## src/rtl/score_ram_arbiter_pkg.sv

```systemverilog
// Shared types and helpers for the score RAM arbiter: FSM state encoding,
// scan counter width and the shadow-table slot indexing function.
package score_arb_pkg;

    localparam int DEF_SCAN_DIV = 1024;
    localparam int SCAN_CNT_W   = $clog2(DEF_SCAN_DIV);

    typedef enum logic [3:0] {
        IDLE,
        SC_RD,
        SC_WAIT,
        SC_CAP,
        CM_RD,
        CM_WAIT,
        CM_CMP,
        CM_WR,
        CM_DONE,
        CL_WR,
        CL_DONE
    } arb_state_e;

    // Lowest bit of a slot inside the flattened score table.
    function automatic int slot_lsb(input int slot, input int width);
        return slot * width;
    endfunction

endpackage

```

## src/rtl/score_ram_arbiter_if.sv

```systemverilog
// Request, RAM and status bundle of the score RAM arbiter.
// The arbiter uses the slave modport; requesters and the RAM sit on master.
interface score_ram_arbiter_if #(
    parameter int NUM_USERS = 6,
    parameter int SCORE_W   = 8,
    parameter int ADDR_W    = 3
);
    logic                         commit_req;
    logic [ADDR_W-1:0]            commit_user;
    logic [SCORE_W-1:0]           commit_score;
    logic                         commit_ack;
    logic                         commit_err;
    logic                         clear_req;
    logic                         clear_ack;
    logic                         busy;
    logic [ADDR_W-1:0]            ram_addr;
    logic [SCORE_W-1:0]           ram_wdata;
    logic                         ram_we;
    logic                         ram_re;
    logic [SCORE_W-1:0]           ram_rdata;
    logic [NUM_USERS*SCORE_W-1:0] score_table;

    modport master (
        output commit_req, commit_user, commit_score, clear_req, ram_rdata,
        input  commit_ack, commit_err, clear_ack, busy,
               ram_addr, ram_wdata, ram_we, ram_re, score_table
    );

    modport slave (
        input  commit_req, commit_user, commit_score, clear_req, ram_rdata,
        output commit_ack, commit_err, clear_ack, busy,
               ram_addr, ram_wdata, ram_we, ram_re, score_table
    );
endinterface

```

## src/rtl/score_ram_arbiter_scan_timer.sv

```systemverilog
// Free-running SCAN_DIV period counter raising a sticky scan_pend strobe
// that is dropped when the arbiter starts the scan read.
module scan_timer
    import score_arb_pkg::*;
#(
    parameter int SCAN_DIV = DEF_SCAN_DIV,
    parameter int CNT_W    = SCAN_CNT_W
) (
    input  logic clk,
    input  logic rst,
    input  logic consume_i,
    output logic pend_o
);
    logic [CNT_W-1:0] cnt_q, cnt_d;
    logic             pend_q, pend_d;
    logic             wrap;

    // A new period expiring wins over a consume in the same cycle.
    always_comb begin
        wrap   = (cnt_q == CNT_W'(SCAN_DIV - 1));
        cnt_d  = wrap ? '0 : cnt_q + 1'b1;
        pend_d = wrap ? 1'b1 : (consume_i ? 1'b0 : pend_q);
    end

    always_ff @(posedge clk or negedge rst) begin
        if (!rst) begin
            cnt_q  <= '0;
            pend_q <= 1'b0;
        end else begin
            cnt_q  <= cnt_d;
            pend_q <= pend_d;
        end
    end

    assign pend_o = pend_q;
endmodule

```

## src/rtl/score_ram_arbiter.sv

```systemverilog
// Score RAM arbiter: clear > commit > background scan, with a shadow score table.
// Define SCORE_KEEP_BEST_EN for read-compare-write commits; otherwise last score wins.
module score_ram_arbiter
    import score_arb_pkg::*;
#(
    parameter int NUM_USERS = 6,
    parameter int SCORE_W   = 8,
    parameter int ADDR_W    = 3,
    parameter int READ_LAT  = 1,
    parameter int SCAN_DIV  = DEF_SCAN_DIV
) (
    input  logic              clk,
    input  logic              rst,
    score_ram_arbiter_if.slave bus
);
    arb_state_e                   state_q, state_d;
    logic [ADDR_W-1:0]            addr_q, addr_d;
    logic [SCORE_W-1:0]           wdata_q, wdata_d;
    logic                         we_q, we_d, re_q, re_d;
    logic                         cm_ack_q, cm_ack_d, cm_err_q, cm_err_d, cl_ack_q, cl_ack_d;
    logic                         cm_lock_q, cm_lock_d, cl_lock_q, cl_lock_d;
    logic [ADDR_W-1:0]            scan_ptr_q, scan_ptr_d;
    logic [NUM_USERS*SCORE_W-1:0] shadow_q, shadow_d;
    logic                         scan_pend, scan_take, user_ok;

    scan_timer #(
        .SCAN_DIV (SCAN_DIV),
        .CNT_W    ($clog2(SCAN_DIV))
    ) u_scan_timer (
        .clk       (clk),
        .rst       (rst),
        .consume_i (scan_take),
        .pend_o    (scan_pend)
    );

    assign user_ok = (int'(bus.commit_user) < NUM_USERS);

    // RAM strobes are registered, so they are decoded from the state being entered.
    // The locks hold off a request that is still high after its ack.
    always_comb begin
        state_d    = state_q;
        addr_d     = addr_q;
        wdata_d    = wdata_q;
        we_d       = 1'b0;
        re_d       = 1'b0;
        cm_ack_d   = 1'b0;
        cm_err_d   = 1'b0;
        cl_ack_d   = 1'b0;
        cm_lock_d  = cm_lock_q & bus.commit_req;
        cl_lock_d  = cl_lock_q & bus.clear_req;
        scan_ptr_d = scan_ptr_q;
        shadow_d   = shadow_q;
        scan_take  = 1'b0;
        case (state_q)
            IDLE: begin
                if (bus.clear_req && !cl_lock_q) begin
                    state_d  = CL_WR;
                    addr_d   = '0;
                    wdata_d  = '0;
                    we_d     = 1'b1;
                    shadow_d = '0;
                end else if (bus.commit_req && !cm_lock_q) begin
                    if (!user_ok) begin
                        state_d  = CM_DONE;
                        cm_ack_d = 1'b1;
                        cm_err_d = 1'b1;
                    end else begin
                        addr_d = bus.commit_user;
`ifdef SCORE_KEEP_BEST_EN
                        state_d = CM_RD;
                        re_d    = 1'b1;
`else
                        state_d = CM_WR;
                        we_d    = 1'b1;
                        wdata_d = bus.commit_score;
`endif
                    end
                end else if (scan_pend) begin
                    state_d   = SC_RD;
                    addr_d    = scan_ptr_q;
                    re_d      = 1'b1;
                    scan_take = 1'b1;
                end
            end
            SC_RD:   state_d = (READ_LAT > 1) ? SC_WAIT : SC_CAP;
            SC_WAIT: state_d = SC_CAP;
            SC_CAP: begin
                shadow_d[slot_lsb(int'(scan_ptr_q), SCORE_W) +: SCORE_W] = bus.ram_rdata;
                scan_ptr_d = (int'(scan_ptr_q) == NUM_USERS - 1) ? '0 : scan_ptr_q + 1'b1;
                state_d    = IDLE;
            end
            CM_RD:   state_d = (READ_LAT > 1) ? CM_WAIT : CM_CMP;
            CM_WAIT: state_d = CM_CMP;
            CM_CMP: begin
                if (bus.commit_score > bus.ram_rdata) begin
                    state_d = CM_WR;
                    we_d    = 1'b1;
                    wdata_d = bus.commit_score;
                end else begin
                    state_d  = CM_DONE;
                    cm_ack_d = 1'b1;
                end
            end
            CM_WR: begin
                shadow_d[slot_lsb(int'(addr_q), SCORE_W) +: SCORE_W] = wdata_q;
                state_d  = CM_DONE;
                cm_ack_d = 1'b1;
            end
            CM_DONE: begin
                state_d   = IDLE;
                cm_lock_d = 1'b1;
            end
            CL_WR: begin
                if (int'(addr_q) == NUM_USERS - 1) begin
                    state_d  = CL_DONE;
                    cl_ack_d = 1'b1;
                end else begin
                    addr_d = addr_q + 1'b1;
                    we_d   = 1'b1;
                end
            end
            CL_DONE: begin
                state_d   = IDLE;
                cl_lock_d = 1'b1;
            end
            default: state_d = IDLE;
        endcase
    end

    always_ff @(posedge clk or negedge rst) begin
        if (!rst) begin
            state_q    <= IDLE;
            addr_q     <= '0;
            wdata_q    <= '0;
            we_q       <= 1'b0;
            re_q       <= 1'b0;
            cm_ack_q   <= 1'b0;
            cm_err_q   <= 1'b0;
            cl_ack_q   <= 1'b0;
            cm_lock_q  <= 1'b0;
            cl_lock_q  <= 1'b0;
            scan_ptr_q <= '0;
            shadow_q   <= '0;
        end else begin
            state_q    <= state_d;
            addr_q     <= addr_d;
            wdata_q    <= wdata_d;
            we_q       <= we_d;
            re_q       <= re_d;
            cm_ack_q   <= cm_ack_d;
            cm_err_q   <= cm_err_d;
            cl_ack_q   <= cl_ack_d;
            cm_lock_q  <= cm_lock_d;
            cl_lock_q  <= cl_lock_d;
            scan_ptr_q <= scan_ptr_d;
            shadow_q   <= shadow_d;
        end
    end

    assign bus.ram_addr    = addr_q;
    assign bus.ram_wdata   = wdata_q;
    assign bus.ram_we      = we_q;
    assign bus.ram_re      = re_q;
    assign bus.commit_ack  = cm_ack_q;
    assign bus.commit_err  = cm_err_q;
    assign bus.clear_ack   = cl_ack_q;
    assign bus.busy        = (state_q != IDLE);
    assign bus.score_table = shadow_q;
endmodule

```

## src/flat_wrapper.sv

```systemverilog
// flat-port wrapper written by rule: the top's interface ports become plain ports
module score_ram_arbiter_flat import score_arb_pkg::*;
#(
    parameter int NUM_USERS = 6,
    parameter int SCORE_W   = 8,
    parameter int ADDR_W    = 3,
    parameter int READ_LAT  = 1,
    parameter int SCAN_DIV  = DEF_SCAN_DIV
)
  (clk, rst, bus_commit_req, bus_commit_user, bus_commit_score, bus_clear_req, bus_ram_rdata, bus_commit_ack, bus_commit_err, bus_clear_ack, bus_busy, bus_ram_addr, bus_ram_wdata, bus_ram_we, bus_ram_re, bus_score_table);
  score_ram_arbiter_if #(.NUM_USERS(NUM_USERS), .SCORE_W(SCORE_W), .ADDR_W(ADDR_W)) bus_i ();
  input  logic clk;
  input  logic rst;
  input wire logic [$bits(bus_i.commit_req)-1:0] bus_commit_req;
  input wire logic [$bits(bus_i.commit_user)-1:0] bus_commit_user;
  input wire logic [$bits(bus_i.commit_score)-1:0] bus_commit_score;
  input wire logic [$bits(bus_i.clear_req)-1:0] bus_clear_req;
  input wire logic [$bits(bus_i.ram_rdata)-1:0] bus_ram_rdata;
  output wire logic [$bits(bus_i.commit_ack)-1:0] bus_commit_ack;
  output wire logic [$bits(bus_i.commit_err)-1:0] bus_commit_err;
  output wire logic [$bits(bus_i.clear_ack)-1:0] bus_clear_ack;
  output wire logic [$bits(bus_i.busy)-1:0] bus_busy;
  output wire logic [$bits(bus_i.ram_addr)-1:0] bus_ram_addr;
  output wire logic [$bits(bus_i.ram_wdata)-1:0] bus_ram_wdata;
  output wire logic [$bits(bus_i.ram_we)-1:0] bus_ram_we;
  output wire logic [$bits(bus_i.ram_re)-1:0] bus_ram_re;
  output wire logic [$bits(bus_i.score_table)-1:0] bus_score_table;
  assign bus_i.commit_req = bus_commit_req;
  assign bus_i.commit_user = bus_commit_user;
  assign bus_i.commit_score = bus_commit_score;
  assign bus_i.clear_req = bus_clear_req;
  assign bus_i.ram_rdata = bus_ram_rdata;
  assign bus_commit_ack = bus_i.commit_ack;
  assign bus_commit_err = bus_i.commit_err;
  assign bus_clear_ack = bus_i.clear_ack;
  assign bus_busy = bus_i.busy;
  assign bus_ram_addr = bus_i.ram_addr;
  assign bus_ram_wdata = bus_i.ram_wdata;
  assign bus_ram_we = bus_i.ram_we;
  assign bus_ram_re = bus_i.ram_re;
  assign bus_score_table = bus_i.score_table;
  score_ram_arbiter #(.NUM_USERS(NUM_USERS), .SCORE_W(SCORE_W), .ADDR_W(ADDR_W), .READ_LAT(READ_LAT), .SCAN_DIV(SCAN_DIV)) u_core (.clk(clk), .rst(rst), .bus(bus_i));
endmodule
```

## config.mk

```make
export PLATFORM = sky130hd
export DESIGN_NAME = score_ram_arbiter_flat
export DESIGN_NICKNAME = d
export VERILOG_FILES = /design/src/rtl/score_ram_arbiter_pkg.sv /design/src/rtl/score_ram_arbiter_if.sv /design/src/rtl/score_ram_arbiter_scan_timer.sv /design/src/rtl/score_ram_arbiter.sv /design/src/flat_wrapper.sv
export SDC_FILE = /design/constraint.sdc
export NUM_CORES = 1
export LEC_CHECK = 0
export BUFFER_PORTS_ARGS = -buffer_cell sky130_fd_sc_hd__buf_2
export CAP_MARGIN = 20
export CORE_MARGIN = 3
export CORE_UTILIZATION = 45
export CTS_CLUSTER_SIZE = 20
export DETAILED_ROUTE_END_ITERATION = 8
export GPL_TIMING_DRIVEN = 0
export PLACE_DENSITY = 0.68
export SLEW_MARGIN = 20
export SYNTH_ARGS = -nofsm -noshare
export SYNTH_HDL_FRONTEND = slang
export SYNTH_HIERARCHICAL = 1
export SYNTH_SLANG_ARGS = --single-unit
```

## constraint.sdc

```tcl
create_clock -name clk -period 3.6 [get_ports clk]
set_input_delay 0.18 -clock clk [delete_from_list [all_inputs] [get_ports clk]]
set_output_delay 0.18 -clock clk [all_outputs]
set_load 0.03 [all_outputs]
```

* Word level (Yosys, flattened, before mapping)
Index checks and enable logic that the tools add are counted.
** Cells by class
- $add $sub $neg :: 5
- Order comparisons :: 2
- Equal/unequal tests :: 21
- Shifts and indexed selects :: 4
- Multiplexer cells :: 46
- Bitwise gates (word level) :: 2
- Reductions and logical operators :: 16
** Operators by type and width (number)
- 48-bit case mux with 3 select lines :: 1
- 48-bit bitwise mux :: 2
- 8-bit by 33-bit variable shift with 48-bit output, first input constant :: 2
- 8-bit by 33-bit variable part select with 48-bit output :: 2
- 6-bit negation with 33-bit output :: 2
- 48-bit 2-to-1 mux :: 1
- 8-bit 2-to-1 mux :: 4
- 4-bit 2-to-1 mux :: 6
- 4-bit case mux with 6 select lines :: 1
- 1-bit 2-to-1 mux :: 20
- 3-bit 2-to-1 mux :: 6
- 4-bit by 3-bit == test with 1-bit output, second input constant :: 4
- 8-bit case mux with 2 select lines :: 1
- 4-bit == test, second input constant :: 3
- 10-bit by 1-bit adder with 10-bit output, second input constant :: 1
- 10-bit == test, second input constant :: 1
- 10-bit 2-to-1 mux :: 1
- 4-bit by 2-bit == test with 1-bit output, second input constant :: 2
- 8-bit greater-than comparator :: 1
- 4-bit by 2-bit != test with 1-bit output, second input constant :: 2
- 4-bit AND reduction :: 2
- 3-bit by 1-bit adder with 3-bit output, second input constant :: 2
- 3-bit == test, second input constant :: 2
- 2-bit by 1-bit != test with 1-bit output, second input constant :: 3
- 15 further kinds :: 24
** Word-level totals
- Register bits after elaboration :: 84
- Output and inout port bits :: 65
- Logic and storage cells :: 110

* Logic depth before layout (Yosys ltp)
- Depth in word-level cells :: 7
- Gate-level depth with buffers :: 10
- Mapped depth without buffers :: 8

* Hierarchy
Netlist, hierarchy kept.
** By module, submodules not included
- score_ram_arbiter :: times used 1, cells each 374, area an instance 3753.6 um2, sequential area each 1826.8 um2
- scan_timer :: times used 1, cells each 45, area an instance 514.2 um2, sequential area each 275.3 um2

* Worst setup path after synthesis
OpenSTA, ideal clock, no wires.
- Path type :: register to register
- Start point :: register u_core.addr_q[0] (netlist: u_core/bus.ram_addr[0])
- End point :: register u_core.shadow_q[0] (netlist: u_core/bus.score_table[0])
- Setup time :: 127 ps
- Arrival time :: 2561 ps
- Required time :: 3473 ps
- Slack :: 912 ps
- Stages on the path, launching flop included :: 8
- Path buffers :: 0
- Cell sequence :: dfrtp_1 inv_1 ha_1 ha_1 or4b_4 a221o_1 a222oi_1 inv_1
** On the way
- Word-level cells in the longest chain between the ends :: 4
- Elaborated cells on any way between the ends :: 5
- Those cells by class :: 1 x add/sub; 2 x shift; 2 x mux
** Ends and longest elaborated chain
- from (decl) :: RTL line score_ram_arbiter.sv:17 : logic [ADDR_W-1:0] addr_q, addr_d;
- from (signal assigned) :: RTL line score_ram_arbiter.sv:146 : addr_q <= addr_d;
- 6-bit negation with 33-bit output * :: RTL line score_ram_arbiter.sv:105 : shadow_d[slot_lsb(int'(addr_q), SCORE_W) +: SCORE_W] = wdata_q;
- 8-bit by 33-bit variable part select with 48-bit output or 8-bit by 33-bit variable shift with 48-bit output (tied branches) :: RTL line score_ram_arbiter.sv:105
- 48-bit bitwise mux * :: RTL line score_ram_arbiter.sv:105
- 48-bit case mux with 3 select lines * :: RTL line score_ram_arbiter.sv:54 : case (state_q)
- to (signal assigned) :: RTL line score_ram_arbiter.sv:156 : shadow_q <= shadow_d;
- to (decl) :: RTL line score_ram_arbiter.sv:23 : logic [NUM_USERS*SCORE_W-1:0] shadow_q, shadow_d;
Every way passes the cells marked *; elsewhere a longest branch is shown, timed or not.
A chain may end at the register's enable or synchronous reset.

* Worst setup path in the final report
- Start point :: register u_core.scan_ptr_q[0]
- End point :: register u_core.shadow_q[37] (netlist: u_core/bus.score_table[37])
** On the way
- Word-level cells in the longest chain between the ends :: 4
- Elaborated cells on any way between the ends :: 5
- Those cells by class :: 1 x add/sub; 2 x shift; 2 x mux
** Ends and longest elaborated chain
- from (decl) :: RTL line score_ram_arbiter.sv:22 : logic [ADDR_W-1:0] scan_ptr_q, scan_ptr_d;
- from (signal assigned) :: RTL line score_ram_arbiter.sv:155 : scan_ptr_q <= scan_ptr_d;
- 6-bit negation with 33-bit output * :: RTL line score_ram_arbiter.sv:88 : shadow_d[slot_lsb(int'(scan_ptr_q), SCORE_W) +: SCORE_W] = bus.ram_rdata;
- 8-bit by 33-bit variable part select with 48-bit output or 8-bit by 33-bit variable shift with 48-bit output (tied branches) :: RTL line score_ram_arbiter.sv:88
- 48-bit bitwise mux * :: RTL line score_ram_arbiter.sv:88
- 48-bit case mux with 3 select lines * :: RTL line score_ram_arbiter.sv:54
Marks and branches as above.

==> metrics.txt <==
wire per inst=~17 µm; Post-Syn Instances=419; crit end category=flip-flop; max incr delay on CP=~600 ps; final instance area=about 0.0051 mm²; fin nets=561; Setup TNS=0 ps; slowest library cell on the worst path=a221o_1; initial antenna violation count=0; Final Hold Fails=0; Layout Utilization=56.87%; DRC=0; Area growth syn-to-layout=19.61%; Worst Max-Slew Pin Slew=roughly 980 ps; setup bufs post-CTS=0; Pleak=between 2 and 3 nW; RSZ-0062 raised after global routing=false; Total GRT Usage=between 20% and 30%; # diodes=0; # H-tree levels=3; Clock Tree Root=clkbuf_8; Detail Placement HPWL=approximately 8600 µm; max_cap viols=0; share of the synthesized area in the top cell type=49.25%; Tmin final=between 3000 and 4000 ps; crit-path cells=clkbuf_1 -> inv_1 -> ha_1 -> ha_1 -> clkbuf_1 -> o2111ai_1 -> a221o_1 -> a221o_1; Synth area leader=dfrtp_1; Vias=between 3000 and 4000; final period utilization=roughly 84%; dpl cells=633; die height=~100 µm; Final setup viols=0; die width=103.4 µm; R2R Setup Slk=~570 ps; Final Max Slew Viols=0; CP Data Required Time=about 3800 ps; CTS buffer count=9; grt peak-use layer=met2; post-synthesis sequential area ratio=49.25%; Max VDD drop=~0.0003 V; CTS tree=yes; setup ws final=approximately 570 ps; drt initial violations=around 240; Cell Rows=34; asr flop ratio synth=100.0%; first-pass GRT wire length=18130 µm; yosys warns=6; drt pass-1 iters=5; Net Count, Synth=between 400 and 500; DRT Wirelength=approximately 11000 µm; Remaining Overflow, GRT=0; Starting Density=a little under half; Clock Latency Late Sink=360 ps; Crit Path Max Fanout=9; smallest hold slack=about 63 ps; f_max=around 0.33 GHz; Layout Skew=about 14 ps; number of enable flip-flop cells after synthesis=0; Setup CP Type=reg2reg; Pwr Density=~730 mW/mm²; Synth area leaders=dfrtp_1 49%, a221o_1 8.7%, ha_1 5.6%; clk slew on worst S/H paths=around 90 ps; Vias/cell=about 5.8; Max Buffers Root-to-Sink=2; I/O pins=about 90; outcome=complete, no violations; largest net degree at the start of global routing=44; met1 usage=between 20% and 30%; Sinks on Clock Net=84; Mapped Area=0.004268 mm²; met3 Use GR=5.634%; flops & latches, synth=84; Post-synth top flop=dfrtp_1; Tot Pwr=between 3 and 4 mW; final antenna-violating net count=0; post-synth cell types=52; die area=~0.011 mm²; Avg Inst Size Synth=slightly above 10 µm²; PortBufs=87; Non-Filler Instances=between 600 and 700; WP data arrival=about 3300 ps; GP Congestion=0.9130; fraction of layout cells with a size suffix above 1=about a quarter; number of global-route vias before repair=around 3600; dpl ws=about 660 ps; met2 Use GR=roughly a third; CORE AREA=0.008976 mm²; Hold Path Class=in2reg; Post-Place Cell Area=just under 0.005 mm²; Rel. slew slack=between 30% and 40%; Worst Setup Start Kind=flip-flop
worst max-delay path: cells and delay by family (launching register included):
family | cells | cell delay (ps)
AOI/OAI and AO/OA | 3 | 1420
adders and majority gates | 2 | 510
DFF | 1 | 390
buffers and inverters | 3 | 600
final cells by class:
| cell class | instances | area, µm² |
|---|---|---|
| sequential | 84 | 2102 |
| clock buffer | 9 | 123.9 |
| tap | 126 | 157.7 |
| clock inverter | 7 | 82.58 |
| timing repair buffer | 89 | 467.9 |
| buffer | 10 | 38.79 |
| multi-input combinational | 299 | 2034 |
| fill | 818 | 3871 |
| inverter | 26 | 97.59 |
logic make-up (layout without fill, tap and decap cells):
group	after synthesis	after routing	synth area share (%)
AND/OR/NAND/NOR	160	160	18.35
AO/OA/AOI/OAI	107	107	20.49
flip-flops	84	84	49.25
buffers and inverters	36	141	3.195
adder cells (fa/ha/maj)	19	19	5.570
multiplexers	8	8	2.111
XOR/XNOR	5	5	1.026
synthesized netlist by cell type (all sizes together), types with 2 or more instances:
| cell type | n |
|---|---|
| dfrtp | 84 |
| nor2 | 61 |
| a221o | 39 |
| nand2 | 35 |
| inv | 26 |
| ha | 19 |
| nand3 | 17 |
| o21ai | 14 |
| nor2b | 13 |
| a21oi | 12 |
| clkbuf | 9 |
| mux2 | 8 |
| nor3 | 7 |
| a222oi | 6 |
| nand4 | 6 |
| nand2b | 5 |
| o221ai | 5 |
| a211o | 4 |
| o211ai | 4 |
| o22ai | 4 |
| a21o | 3 |
| nand3b | 3 |
| or3 | 3 |
| xor2 | 3 |
| a22o | 2 |
| a22oi | 2 |
| nor4 | 2 |
| o21a | 2 |
| o31ai | 2 |
| or2 | 2 |
| xnor2 | 2 |
path summary, 6_finish.rpt:
path	cells after the start	startpoint	to
max	8	u_core/scan_ptr_q[0]	u_core/bus.score_table[37]
min	2	bus_commit_req	u_core/cm_lock_q
max reg2reg	8	u_core/scan_ptr_q[0]	u_core/bus.score_table[37]
min reg2reg	1	u_core/bus.score_table[31]	u_core/bus.score_table[31]
max in group asynchronous	3	rst	u_core/scan_ptr_q[0]
min in group asynchronous	2	rst	u_core/bus.score_table[40]
routing by layer:
layer	part of all wire (%)	vias up
met5	0	-
met4	1.6	0
met3	7.5	19
met2	47	146
met1	44	1814
li1	-	1760
power by group:
part           switching, mW  internal, mW  leakage, nW
clock network          0.376         0.332       0.0984
logic                   1.12         0.549         1.31
registers              0.198          1.13         1.13
total                   1.69          2.01         2.54
flip-flops by register name, indices dropped and copies added, names as in the netlist:
name	flops
u_core/bus.commit_err	1
u_core/u_scan_timer/cnt_q	10
u_core/scan_ptr_q	3
u_core/bus.commit_ack	1
u_core/u_scan_timer/pend_o	1
u_core/bus.ram_re	1
u_core/bus.ram_wdata	8
u_core/cl_lock_q	1
u_core/bus.ram_we	1
u_core/state_q	4
u_core/cm_lock_q	1
u_core/bus.score_table	48
u_core/bus.ram_addr	3
u_core/bus.clear_ack	1
placed cells by master (no fill, tap or decap), types with 3 or more instances in the layout:
cell,n
o21ai_0,14
clkbuf_8,9
nand2_1,35
a221o_1,37
xor2_1,3
nor2b_1,13
a222oi_1,6
clkbuf_1,9
dfrtp_1,84
o221ai_1,5
mux2_2,8
nand2b_1,5
a21o_1,3
nor3_1,4
nand3b_1,3
buf_2,87
nor2_1,61
nand4_1,6
o211ai_1,4
o22ai_1,4
nand3_1,16
ha_1,19
inv_1,26
a21oi_1,12
a211o_1,4
timing repair:
action / 4_1_cts / 5_1_grt
setup endpoints to repair: 0 / 0
gates resized for setup: 0 / 0
endpoints found under the hold margin: 42 / 0
hold buffers: 1 / 0
Power figures use the tool's default switching activity.
